===== src/rtl/pipe_pkg.sv =====
// Shared pipeline definitions: control-bundle layout, bubble encoding and
// hazard FSM states for the ID/EX stage.
package pipe_pkg;

    localparam int CTRL_W     = 10;

    localparam int REGWRITE_B = 0;
    localparam int MEMREAD_B  = 1;
    localparam int MEMWRITE_B = 2;
    localparam int REGDST_B   = 3;
    localparam int ALUSRC_B   = 4;
    localparam int ALUOP_LSB  = 5;
    localparam int ALUOP_W    = 4;
    localparam int BRANCH_B   = 9;

    localparam logic [CTRL_W-1:0] CTRL_BUBBLE = '0;

    typedef enum logic {
        RUN   = 1'b0,
        STALL = 1'b1
    } hz_state_e;

endpackage


===== src/rtl/hazard_detect.sv =====
// Combinational load-use / branch-in-ID hazard check; reports whether a stall
// is needed and how many cycles it must last (1 or 2).
module hazard_detect (
    input  logic       id_valid_i,
    input  logic [4:0] id_rs_i,
    input  logic [4:0] id_rt_i,
    input  logic       id_uses_rt_i,
    input  logic       id_is_branch_i,
    input  logic       ex_memread_i,
    input  logic       ex_regwrite_i,
    input  logic [4:0] ex_dst_i,
    input  logic       mem_regwrite_i,
    input  logic [4:0] mem_dst_i,
    output logic       stall_o,
    output logic [1:0] len_o
);

    logic load_use;
    logic br_ex;
    logic br_mem;

    always_comb begin
        load_use = id_valid_i && ex_memread_i && (ex_dst_i != 5'd0) &&
                   ((ex_dst_i == id_rs_i) || (id_uses_rt_i && (ex_dst_i == id_rt_i)));
        // beq/bne compare both operands in ID, so rt always counts for branches
        br_ex    = id_valid_i && id_is_branch_i && ex_regwrite_i && (ex_dst_i != 5'd0) &&
                   ((ex_dst_i == id_rs_i) || (ex_dst_i == id_rt_i));
        br_mem   = id_valid_i && id_is_branch_i && mem_regwrite_i && (mem_dst_i != 5'd0) &&
                   ((mem_dst_i == id_rs_i) || (mem_dst_i == id_rt_i));

        stall_o  = load_use || br_ex || br_mem;
        if (br_ex) begin
            len_o = 2'd2;
        end else if (load_use || br_mem) begin
            len_o = 2'd1;
        end else begin
            len_o = 2'd0;
        end
    end

endmodule


===== src/rtl/id_ex_stage.sv =====
// ID/EX pipeline register with hazard-stall FSM. Define HAZARD_STATS_EN to add
// the saturating stall-cycle counter output stall_cnt_o.
module id_ex_stage #(
    parameter int DATA_W = 32,
    parameter int CTRL_W = pipe_pkg::CTRL_W
`ifdef HAZARD_STATS_EN
    ,
    parameter int STAT_W = 16
`endif
) (
    input  logic              clk_i,
    input  logic              rst_i,
    input  logic              id_valid_i,
    input  logic [4:0]        id_rs_i,
    input  logic [4:0]        id_rt_i,
    input  logic [4:0]        id_rd_i,
    input  logic              id_uses_rt_i,
    input  logic              id_is_branch_i,
    input  logic [DATA_W-1:0] id_rs_data_i,
    input  logic [DATA_W-1:0] id_rt_data_i,
    input  logic [DATA_W-1:0] id_imm_i,
    input  logic [CTRL_W-1:0] id_ctrl_i,
    input  logic              mem_regwrite_i,
    input  logic [4:0]        mem_dst_i,
    input  logic              flush_i,
    output logic              pc_write_o,
    output logic              if_id_write_o,
    output logic              ex_valid_o,
    output logic [4:0]        ex_rs_o,
    output logic [4:0]        ex_rt_o,
    output logic [4:0]        ex_rd_o,
    output logic [DATA_W-1:0] ex_rs_data_o,
    output logic [DATA_W-1:0] ex_rt_data_o,
    output logic [DATA_W-1:0] ex_imm_o,
    output logic [CTRL_W-1:0] ex_ctrl_o
`ifdef HAZARD_STATS_EN
    ,
    output logic [STAT_W-1:0] stall_cnt_o
`endif
);
    import pipe_pkg::*;

    hz_state_e         state_q, state_d;
    logic [1:0]        rem_q, rem_d;
    logic              stall;
    logic              bubble;
    logic              hz_stall;
    logic [1:0]        hz_len;
    logic [4:0]        ex_dst;

    logic              valid_q;
    logic [4:0]        rs_q, rt_q, rd_q;
    logic [DATA_W-1:0] rs_data_q, rt_data_q, imm_q;
    logic [CTRL_W-1:0] ctrl_q;

    assign ex_dst = ctrl_q[REGDST_B] ? rd_q : rt_q;

    hazard_detect u_hazard (
        .id_valid_i     (id_valid_i),
        .id_rs_i        (id_rs_i),
        .id_rt_i        (id_rt_i),
        .id_uses_rt_i   (id_uses_rt_i),
        .id_is_branch_i (id_is_branch_i),
        .ex_memread_i   (ctrl_q[MEMREAD_B]),
        .ex_regwrite_i  (ctrl_q[REGWRITE_B]),
        .ex_dst_i       (ex_dst),
        .mem_regwrite_i (mem_regwrite_i),
        .mem_dst_i      (mem_dst_i),
        .stall_o        (hz_stall),
        .len_o          (hz_len)
    );

    // The detection cycle is itself the first stall cycle, so STALL only
    // covers the cycles that remain after it.
    always_comb begin
        state_d = state_q;
        rem_d   = rem_q;
        stall   = 1'b0;
        if (flush_i) begin
            state_d = RUN;
            rem_d   = 2'd0;
        end else if (state_q == STALL) begin
            stall = 1'b1;
            rem_d = rem_q - 2'd1;
            if (rem_q <= 2'd1) begin
                state_d = RUN;
                rem_d   = 2'd0;
            end
        end else if (hz_stall) begin
            stall = 1'b1;
            if (hz_len > 2'd1) begin
                state_d = STALL;
                rem_d   = hz_len - 2'd1;
            end
        end
    end

    assign bubble        = flush_i || stall;
    assign pc_write_o    = !stall;
    assign if_id_write_o = !stall;

    always_ff @(posedge clk_i or negedge rst_i) begin
        if (!rst_i) begin
            state_q   <= RUN;
            rem_q     <= 2'd0;
            valid_q   <= 1'b0;
            rs_q      <= '0;
            rt_q      <= '0;
            rd_q      <= '0;
            rs_data_q <= '0;
            rt_data_q <= '0;
            imm_q     <= '0;
            ctrl_q    <= '0;
        end else begin
            state_q   <= state_d;
            rem_q     <= rem_d;
            valid_q   <= id_valid_i && !bubble;
            rs_q      <= id_rs_i;
            rt_q      <= id_rt_i;
            rd_q      <= id_rd_i;
            rs_data_q <= id_rs_data_i;
            rt_data_q <= id_rt_data_i;
            imm_q     <= id_imm_i;
            ctrl_q    <= (bubble || !id_valid_i) ? '0 : id_ctrl_i;
        end
    end

    assign ex_valid_o   = valid_q;
    assign ex_rs_o      = rs_q;
    assign ex_rt_o      = rt_q;
    assign ex_rd_o      = rd_q;
    assign ex_rs_data_o = rs_data_q;
    assign ex_rt_data_o = rt_data_q;
    assign ex_imm_o     = imm_q;
    assign ex_ctrl_o    = ctrl_q;

`ifdef HAZARD_STATS_EN
    logic [STAT_W-1:0] cnt_q;

    always_ff @(posedge clk_i or negedge rst_i) begin
        if (!rst_i) begin
            cnt_q <= '0;
        end else if (!pc_write_o && (cnt_q != '1)) begin
            cnt_q <= cnt_q + 1'b1;
        end
    end

    assign stall_cnt_o = cnt_q;
`endif

endmodule


===== config.mk =====
export PLATFORM = sky130hd
export DESIGN_NAME = id_ex_stage
export DESIGN_NICKNAME = d
export VERILOG_FILES = /design/src/rtl/pipe_pkg.sv /design/src/rtl/hazard_detect.sv /design/src/rtl/id_ex_stage.sv
export SDC_FILE = /design/constraint.sdc
export NUM_CORES = 1
export LEC_CHECK = 0
export ABC_CLOCK_PERIOD_IN_PS = 1850
export BUFFER_PORTS_ARGS = -buffer_cell sky130_fd_sc_hd__clkbuf_2
export CELL_PAD_IN_SITES_DETAIL_PLACEMENT = 1
export CELL_PAD_IN_SITES_GLOBAL_PLACEMENT = 1
export CORE_ASPECT_RATIO = 0.75
export CORE_UTILIZATION = 28
export DETAILED_ROUTE_END_ITERATION = 10
export PLACE_DENSITY_LB_ADDON = 0.1
export SYNTH_ARGS = -nofsm -noshare
export SYNTH_HDL_FRONTEND = slang
export SYNTH_SLANG_ARGS = --single-unit

===== constraint.sdc =====
create_clock -name clk_i -period 1.85 [get_ports clk_i]
set_input_delay 0.185 -clock clk_i [delete_from_list [all_inputs] [get_ports clk_i]]
set_output_delay 0.185 -clock clk_i [all_outputs]
set_load 0.03 [all_outputs]

### Word level (Yosys, flattened, before mapping)

Index checks and enable logic that the tools add are counted.

| word-level totals | value |
|---|---|
| word-level logic and storage cells | 63 |
| output and inout bits | 124 |
| register bits | 125 |
| input port bits | 133 |

| cells by class | value |
|---|---|
| multiplexer cells | 17 |
| add/subtract/negate cells | 2 |
| reductions and logical operators | 28 |
| equal/unequal tests | 4 |
| $lt $le $gt $ge | 2 |

Operators with widths:

| cell | count |
|---|---|
| 5-bit == test | 4 |
| 1-bit logical AND | 12 |
| 2-bit two-way mux | 6 |
| 10-bit two-way mux | 1 |
| 5-bit nonzero test | 2 |
| 1-bit two-way mux | 9 |
| 1-bit logical OR | 8 |
| 3-bit nonzero test | 2 |
| 5-bit two-way mux | 1 |
| 2-bit by 1-bit subtractor with 2-bit output (second input constant) | 2 |
| 1-bit logical NOT | 3 |
| 2-bit by 1-bit > comparator with 1-bit output (second input constant) | 1 |
| 2-bit by 1-bit less-or-equal comparator with 1-bit output (second input constant) | 1 |
| 2-bit AND reduction | 1 |

### Longest topological paths before layout

Gate-level depths: netlist (run 1).

| depth | value |
|---|---|
| depth after elaboration | 13 |
| depth in mapped cells | 8 |
| mapped depth without buffers | 6 |

### Hierarchy

From an unflattened synthesis (run 1), not the netlist that was laid out.

| unflattened totals | value |
|---|---|
| cells, all modules | 206 |
| area, all modules | 3,727.3 µm² |

Modules (own cells, without submodules):

| module | sequential area each (µm²) | instances | cells each | area each (µm²) |
|---|---|---|---|---|
| id_ex_stage | 3,128.0 | 1 | 159 | 3,392.0 |
| hazard_detect | 0.0 | 1 | 47 | 335.3 |

### Worst setup path before layout (run 1)

No wires, ideal clock.

| timing | value |
|---|---|
| path kind | register to output |
| start point | reg ctrl_q[3], in the netlist ex_ctrl_o[3] |
| end point | out pc_write_o |
| path buffers | 2 |
| data arrival time | 2,217 ps |
| required time | 1,665 ps |
| slack | -552 ps |
| stages on the path, launching flop included | 9 |
| path through | dfrtp_1 buf_6 or4_1 o2bb2a_4 nor2_1 nand4_1 o311a_1 or2_1 buf_4 |

| on the way | value |
|---|---|
| cells in the longest elaborated chain, start to end | 11 |
| elaborated cells on any way between the ends | 17 |
| those cells by class | 2 x eq/ne; 4 x mux; 11 x reduce/logical |

Ends and longest elaborated chain:

| what | RTL line | RTL |
|---|---|---|
| from (decl) | id_ex_stage.sv:54 | `logic [CTRL_W-1:0] ctrl_q;` |
| from (signal assigned) | id_ex_stage.sv:124 | `ctrl_q <= (bubble \|\| !id_valid_i) ? '0 : id_ctrl_i;` |
| 5-bit two-way mux * | id_ex_stage.sv:56 | `assign ex_dst = ctrl_q[REGDST_B] ? rd_q : rt_q;` |
| 5-bit == test | hazard_detect.sv:24, hazard_detect.sv:27 |  |
| 1-bit logical AND | hazard_detect.sv:24 | `((ex_dst_i == id_rs_i) \|\| (id_uses_rt_i && (ex_dst_i == id_rt_i)));` |
| 1-bit logical OR | hazard_detect.sv:24 |  |
| 1-bit logical AND | hazard_detect.sv:23 | `load_use = id_valid_i && ex_memread_i && (ex_dst_i != 5'd0) &&` |
| 1-bit logical OR * (2 in a row) | hazard_detect.sv:31 | `stall_o = load_use \|\| br_ex \|\| br_mem;` |
| 1-bit two-way mux * | id_ex_stage.sv:89 | `end else if (hz_stall) begin` |
| 1-bit two-way mux * | id_ex_stage.sv:82 | `end else if (state_q == STALL) begin` |
| 1-bit two-way mux * | id_ex_stage.sv:79 | `if (flush_i) begin` |
| 1-bit logical NOT * | -- |  |
| to (decl) | id_ex_stage.sv:26 | `output logic pc_write_o,` |

Mark *: on every way between the ends. The rest lies on a longest branch, timed or not.

### Final worst setup path (run 1)

| timing | value |
|---|---|
| start point | reg ctrl_q[3], in the netlist ex_ctrl_o[3] |
| end point | out if_id_write_o |

| on the way | value |
|---|---|
| cells in the longest elaborated chain, start to end | 11 |
| elaborated cells on any way between the ends | 17 |
| those cells by class | 2 x eq/ne; 4 x mux; 11 x reduce/logical |

Ends and longest elaborated chain:

| what | RTL line | RTL |
|---|---|---|
| 5-bit two-way mux * | id_ex_stage.sv:56 |  |
| 5-bit == test | hazard_detect.sv:24, hazard_detect.sv:27 |  |
| 1-bit logical AND | hazard_detect.sv:24 |  |
| 1-bit logical OR | hazard_detect.sv:24 |  |
| 1-bit logical AND | hazard_detect.sv:23 |  |
| 1-bit logical OR * (2 in a row) | hazard_detect.sv:31 |  |
| 1-bit two-way mux * | id_ex_stage.sv:89 |  |
| 1-bit two-way mux * | id_ex_stage.sv:82 |  |
| 1-bit two-way mux * | id_ex_stage.sv:79 |  |
| 1-bit logical NOT * | id_ex_stage.sv:100 | `assign if_id_write_o = !stall;` |
| to (decl) | id_ex_stage.sv:27 | `output logic if_id_write_o,` |

Marks and branches as above.

==> results of run 1 <==
flip-flops by register name (all words and copies together) (netlist names):
name / flops
ex_rd_o: 5
ex_rt_o: 5
state_q: 1
ex_imm_o: 32
ex_rs_data_o: 32
rem_q: 2
ex_rs_o: 5
ex_ctrl_o: 10
ex_valid_o: 1
ex_rt_data_o: 32
repair_timing:
| item | CTS | global route |
|---|---|---|
| hold buffers | 122 | 0 |
| buffers inserted | 6 | 1 |
| pin swaps | 7 | 1 |
| gates resized for setup | 14 | 1 |
| endpoints found under the hold margin | 142 | 0 |
| endpoints found under the setup margin | 16 | 16 |
worst paths after layout:
check / startpoint / slack (ns) / to / depth (start not counted)
worst max-delay path: ex_ctrl_o[3] / -0.74 / if_id_write_o / 8
min in group asynchronous: rst_i / 0.28 / ex_imm_o[0] / 2
max in group asynchronous: rst_i / 0.97 / ex_imm_o[1] / 3
worst min-delay path: id_ctrl_i[5] / 0.03 / ex_ctrl_o[5] / 2
worst max register to register: ex_ctrl_o[3] / -0.20 / rem_q[1] / 7
worst min register to register: rem_q[1] / 0.58 / state_q / 2
cells in the final DEF (no fill, tap or decap), drive strengths merged, types with 2 or more instances in the layout:
cell type    netlist  layout
and3              10      10
xnor2             17      17
nor2               2       2
clkinv             0       5
nand3              5       5
nand2b             2       2
buf                5      21
nor2b              3       3
dfrtp            125     125
nor3               3       3
bufinv             0       4
xor2               2       2
nand2              4       4
mux2i              5       5
a21oi              5       5
clkbuf             1     277
dlygate4sd3        0     122
power breakdown:
group | total (mW) | internal [mW] | switching, mW
combinational | 1.02 | 0.447 | 0.573
clock | 3.60 | 2.40 | 1.20
sequential | 2.92 | 2.87 | 0.0539
total | 7.54 | 5.71 | 1.83
layer usage:
layer | global-route usage | up-vias | wire length, um
met5 | 0 | - | 0
met4 | 0.0795 | 0 | 164
met3 | 0.0769 | 11 | 1060
met2 | 0.378 | 158 | 7210
met1 | 0.240 | 1638 | 5620
li1 | - | 1509 | -
stage by stage:
stage | power [mW] | util | hold slack, ns
after floorplan | 3.33 | - | -0.111
after global placement | 3.73 | 0.410 | 0.125
after detailed placement | 3.75 | 0.410 | 0.132
after CTS | 7.60 | 0.562 | 0.00531
after global routing | 7.81 | 0.563 | 0.0200
final | 7.54 | 0.563 | 0.0255
logic make-up (layout without fill, tap and decap cells):
group / after synthesis / count (layout) / share of synthesized area
AO/OA/AOI/OAI: 12 / 12 / 0.0252
XOR/XNOR: 19 / 19 / 0.0447
buffers and inverters: 7 / 431 / 0.0131
flip-flops: 125 / 125 / 0.840
multiplexers: 5 / 5 / 0.0155
AND/OR/NAND/NOR: 38 / 38 / 0.0618
worst max-delay path: stages, from the launching register on:
cell	delay, ns
sky130_fd_sc_hd__dfrtp_2	0.42
sky130_fd_sc_hd__buf_6	0.14
sky130_fd_sc_hd__mux2i_4	0.19
sky130_fd_sc_hd__xnor2_1	0.13
sky130_fd_sc_hd__nor3_1	0.18
sky130_fd_sc_hd__nand3_1	0.15
sky130_fd_sc_hd__o311a_1	0.35
sky130_fd_sc_hd__or2_4	0.27
sky130_fd_sc_hd__clkbuf_8	0.16
layout make-up:
cell class              instances  share of cell area
well taps                     171              0.0293
clock buffers                  22              0.0663
flip-flops and latches        125               0.428
multi-input cells              74              0.0832
clock inverters                10              0.0219
repair buffers                398               0.370
inverters                       1            0.000514
==> results by group, run 1 <==
Run status
  – Outcome: finished with violations
  – Violated checks: setup timing

Cells and area
  – Ratio of cells with drive above 1 in the final layout: 0.505
  – Number of filler instances in the final layout: 1350
  – Count of nets after finishing: between 700 and 800
  – N_diodes: 0
  – Reg area: 0.00313 mm2
  – Number of standard cells in the layout, taps in and fillers out: around 800
  – Synthesis-to-finish area growth: 96.1%
  – Finished Cell Area: roughly 0.0073 mm2
  – Area of the multi-input gates: approximately 610 um2

Drt
  – TritonRoute pass-1 iters: 4
  – Number of routed nets with antenna violations: 0
  – Mean routed wirelength per cell: between 15 and 20 um
  – DRC Markers: 0
  – Iter 0 DRT Violations: 50
  – Vias: 3316
  – Sum of routed wire length over all layers: approximately 14 mm
  – Via density per instance: around 4.1

Global routing
  – Total routing resource utilization after global routing: 0.214
  – Initial antenna violation count: 0
  – GRT overflow: 0
  – Via count of the first global-routing pass: around 3.7k
  – Largest net degree at the start of global routing: 37
  – Wire length of the first global-routing pass: around 21 mm

STA
  – Clock tree skew after final layout: ~0.0034 ns
  – Share of the clock period used by the worst path after layout: 1.40
  – Rel. slew slack: 0.559
  – F_max: 0.387 GHz
  – Setup TNS: -3.72 ns
  – Post-layout min period: between 2 and 3 ns
  – Number of endpoints failing setup at the final stage: 16
  – Final WS setup: -0.736 ns
  – Setup repair after global routing missed its margin: yes
  – Worst-Margin Slew: between 0.6 and 0.7 ns
  – Final slew viol count: 0
  – Count of endpoints failing hold in the final timing report: 0

Logic synthesis
  – Number of synthesized register bits: roughly 130
  – Number of warnings printed during yosys synthesis: 0
  – Async SR Flop Fraction: 1.00
  – Synth Cell Area: 0.00372 mm2
  – Most used DFF post-synth: sky130_fd_sc_hd__dfrtp_1
  – Most area-hungry cell type in the Yosys netlist: sky130_fd_sc_hd__dfrtp_1
  – Post-synthesis net count: approximately 340
  – Top cells by area, synth: sky130_fd_sc_hd__dfrtp_1 84%, sky130_fd_sc_hd__xnor2_1 4.0%, sky130_fd_sc_hd__and3_1 1.7%, sky130_fd_sc_hd__mux2i_1 0.81%, sky130_fd_sc_hd__buf_4 0.81%
  – Most numerous cell in the Yosys netlist: sky130_fd_sc_hd__dfrtp_1
  – Cell count after synthesis: between 200 and 250
  – Library cells used by synthesis: 33
  – Area share of the leading cell type in the synthesized netlist: 0.840
  – Post-synthesis average cell area: 18.1 um2
  – Number of enable flip-flop cells after synthesis: 0
  – Synth cell count leaders: 125 x sky130_fd_sc_hd__dfrtp_1, 17 x sky130_fd_sc_hd__xnor2_1, 10 x sky130_fd_sc_hd__and3_1, 5 x sky130_fd_sc_hd__a21oi_1, 5 x sky130_fd_sc_hd__nand3_1
  – Sequential area share after synthesis: 0.840

Place
  – Final HPWL DP: 8.98 mm
  – Final weighted congestion in routability-driven placement: about 0.74
  – Post-Place Cells: ~640
  – Cell area reported after detailed placement: approximately 0.0053 mm2
  – Minimum setup slack after placement: -0.382 ns
  – Port bufs: between 200 and 300

Worst setup path
  – Category of the worst setup path capture point: output port
  – Critical path startpoint category: flip-flop
  – CP Data Required Time: 1.66 ns
  – Largest driver fanout on the critical path: 3
  – Start-to-end type of the worst setup path: reg2out
  – Arrival time at the worst endpoint: 2.40 ns

CTS
  – TritonCTS clock tree: yes
  – Cell chosen for the clock root: sky130_fd_sc_hd__clkbuf_16
  – Clock latency of the later-clocked register in the worst-skew pair: between 0.4 and 0.5 ns
  – CTS H-tree depth: 4
  – Clock-pin slew of the registers on the worst-case setup and hold paths: approximately 0.060 ns
  – Number of CTS-inserted buffers: 17
  – Buffer levels on the longest clock path: 2
  – Total number of clock tree sinks: roughly 130

Min path
  – Min-Delay Path Class: in2reg

Power and ir drop
  – Leak Pwr: 3.70 nW
  – Power Density: 1030 mW/mm2
  – Worst supply voltage drop on vdd: between 700 and 800 uV

Die
  – Area of the die: ~0.014 mm2
  – Top-level port count: between 200 and 300
  – Placement row count: 36
  – Area of the core: roughly 0.013 mm2
  – Die height: between 100 and 150 um
  – Overall die width: roughly 140 um
  – Starting density of the core: 0.287

Flow run
  – # Max-Cap Violations: 0
Note: power is estimated with default switching activity, not from simulation.
==> inputs of run 2 (changes only) <==
- GPL_TIMING_DRIVEN: default -> 0
==> run 2 against run 1 <==
Effect of this change: the run still ends with setup timing left; worst setup slack got worse by 0.20 ns; total power fell by 1.8%; routed wire length about the same; sequential share of layout area is 0.42 points higher; critical endpoint is now pc_write_o; largest cell class unchanged.
==> results by group, run 2 (synthesis gave the netlist of run 1 again) <==
Run status
  – Outcome: finished with violations
  – Violated checks: setup timing

Global routing
  – Via count of the first global-routing pass: 3696 (-1.2%)
  – Total routing resource utilization after global routing: 0.214 (about the same)
  – Initial antenna violation count: 1 (+1)
  – GRT overflow: 0 (unchanged)
  – Largest net degree at the start of global routing: 94 (+150%)
  – Wire length of the first global-routing pass: 20.9 mm (-0.30%)

Place
  – Post-Place Cells: 634 (-1.1%)
  – Port bufs: 256 (unchanged)
  – Final HPWL DP: 8.52 mm (-5.2%)
  – Final weighted congestion in routability-driven placement: 0.713 (-3.5%)

Drt
  – Sum of routed wire length over all layers: 14.1 mm (about the same)
  – TritonRoute pass-1 iters: 4 (unchanged)
  – Vias: 3258 (-1.7%)
  – DRC Markers: 0 (unchanged)
  – Via density per instance: 4.11 (-0.63%)
  – Mean routed wirelength per cell: 17.8 um (+1.2%)
  – Iter 0 DRT Violations: 47 (-6.0%)
  – Number of routed nets with antenna violations: 0 (unchanged)

STA
  – Clock tree skew after final layout: 0.0134 ns (+0.0100 ns)
  – Rel. slew slack: 0.700 (+0.141)
  – Count of endpoints failing hold in the final timing report: 0 (unchanged)
  – Setup repair after global routing missed its margin: yes
  – Number of endpoints failing setup at the final stage: 16 (unchanged)
  – Worst-Margin Slew: 0.450 ns (-0.210 ns)
  – Post-layout min period: 2.79 ns (+0.202 ns)
  – Final slew viol count: 0 (unchanged)
  – Setup TNS: -8.11 ns (-4.39 ns)
  – Final-layout worst hold slack: 0.0168 ns (-0.00867 ns)
  – F_max: 0.359 GHz (-7.3%)
  – Share of the clock period used by the worst path after layout: 1.51 (+0.109)
  – Final WS setup: -0.938 ns (-0.202 ns)

Power and ir drop
  – Power Density: 1020 mW/mm2 (-0.86%)
  – Worst supply voltage drop on vdd: 657 uV (-14%)
  – Leak Pwr: 3.63 nW (-1.8%)

Worst setup path
  – CP Data Required Time: 1.66 ns (about the same)
  – Register-to-Register Setup Slack: -0.54 ns (-0.34 ns)
  – Top cell by count, worst path: sky130_fd_sc_hd__buf_6
  – Terminus of the critical flop-to-flop path: ex_ctrl_o[2]
  – Critical-path cell with the highest stage delay: sky130_fd_sc_hd__dfrtp_2
  – Category of the worst setup path capture point: output port
  – Largest stage delay on the critical path: 0.42 ns (about the same)
  – Chain of cells forming the critical path: buf_12 > mux2i_4 > xnor2_1 > nor3_2 > nand3_2 > o311a_1 > or2_4 > buf_6 > buf_6
  – Critical path startpoint category: flip-flop
  – Worst r2r src: ex_ctrl_o[3]
  – Depth of the most critical reg-to-reg path: 10 (+3)
  – Arrival time at the worst endpoint: 2.60 ns (+0.20 ns)
  – Largest driver fanout on the critical path: 9 (+6)
  – Start-to-end type of the worst setup path: reg2out
  – Origin of the worst setup path: ex_ctrl_o[3]
  – Timing endpoint of the critical path: pc_write_o

Cells and area
  – Count of nets after finishing: 740 (-1.3%)
  – Most common cell after layout, fill and taps aside: sky130_fd_sc_hd__clkbuf_2
  – Synthesis-to-finish area growth: 94.2%
  – Most frequent cells in the layout: 253 x sky130_fd_sc_hd__clkbuf_2, 124 x sky130_fd_sc_hd__dfrtp_1, 119 x sky130_fd_sc_hd__dlygate4sd3_1, 17 x sky130_fd_sc_hd__clkbuf_16, 16 x sky130_fd_sc_hd__xnor2_1
  – Fraction of the core area covered by cells at the end of the flow: 0.558 (-0.00550)
  – Number of filler instances in the final layout: 1356 (+0.44%)
  – Number of standard cells in the layout, taps in and fillers out: 792 (-1.1%)
  – Ratio of cells with drive above 1 in the final layout: 0.510 (+0.00492)

Die
  – Starting density of the core: 0.287 (unchanged)
  – Area of the die: 0.0138 mm2 (unchanged)
  – Area of the core: 0.0130 mm2 (unchanged)
  – Placement row count: 36 (unchanged)
  – Overall die width: 135 um (unchanged)
  – Die height: 102 um (unchanged)
  – Top-level port count: 257 (unchanged)

CTS
  – TritonCTS clock tree: yes
  – Total number of clock tree sinks: 125 (unchanged)
  – Buffer levels on the longest clock path: 2 (unchanged)
  – Clock latency of the later-clocked register in the worst-skew pair: 0.41 ns (about the same)
  – Number of CTS-inserted buffers: 17 (unchanged)
  – Cell chosen for the clock root: sky130_fd_sc_hd__clkbuf_16
  – CTS H-tree depth: 4 (unchanged)
  – Clock-pin slew of the registers on the worst-case setup and hold paths: 0.06 ns (about the same)

Min path
  – Min-Delay Path Class: in2reg
  – WHS Path Cells: 2 (unchanged)

Flow run
  – # Max-Cap Violations: 0 (unchanged)
run 2: cell types whose count changed in the layout (fill, tap and decap cells not counted), sizes merged:
cell,change
diode,+1
clkbuf,+1
dlygate4sd3,-3
clkinvlp,+2
clkinv,-1
bufinv,-1
buf,-8
run 2: how the worst min path moves through the flow:
stage / from / to / slack, ns
floorplan: rst_i / ex_ctrl_o[0] / -0.11
global placement: id_rt_data_i[29] / ex_rt_data_o[29] / 0.29
detailed placement: rst_i / ex_rs_data_o[16] / 0.11
CTS: flush_i / rem_q[0] / 0.0007
global route: id_ctrl_i[6] / ex_ctrl_o[6] / 0.007
finish: flush_i / state_q / 0.02
run 2: metal layers:
layer  global-route usage  part of all wire
met1                0.221              0.36
met2                0.389              0.53
met3               0.0843             0.082
met4               0.0942             0.023
met5                    0                 0
run 2: critical path, delay by kind of cell (launching register included):
| kind | cells | cell delay, ns |
|---|---|---|
| AOI/OAI and AO/OA | 1 | 0.40 |
| DFF | 1 | 0.42 |
| and+or+nand+nor | 3 | 0.63 |
| buffers and inverters | 3 | 0.41 |
| xor gates and xnor gates | 1 | 0.15 |
| muxes | 1 | 0.19 |
run 2: power by group:
part | switching (mW) | internal (mW)
sequential | 0.0562 | 2.87
clock | 1.22 | 2.26
combinational | 0.571 | 0.433
total | 1.85 | 5.56
run 2: what timing repair did:
action | CTS | global route
setup buffers | 5 | 1
gates resized for setup | 11 | 8
gates cloned | 0 | 0
pin swaps | 2 | 3
endpoints found under the hold margin | 150 | 0
hold buffers | 119 | 0
setup endpoints to repair | 16 | 16
run 2: area by class of cell:
type                    count  area [um2]  area share
inverters                   1        3.75    0.000519
diodes                      1        2.50    0.000346
multi-input cells          74         637      0.0880
clock inverters            10         136      0.0189
flip-flops and latches    125        3130       0.433
repair buffers            382        2570       0.355
plain buffers               6        57.6     0.00796
clock buffers              22         484      0.0669
well taps                 171         214      0.0296
run 2: stage by stage:
step           setup WS (ns)  power [mW]  area (um2)
2_1_floorplan         -0.322        3.33        3740
3_3_place_gp           -1.56        3.71        5230
3_5_place_dp          -0.546        3.73        5270
4_1_cts               -0.866        7.44        7180
5_1_grt                -1.04        7.70        7230
6_report              -0.938        7.41        7230
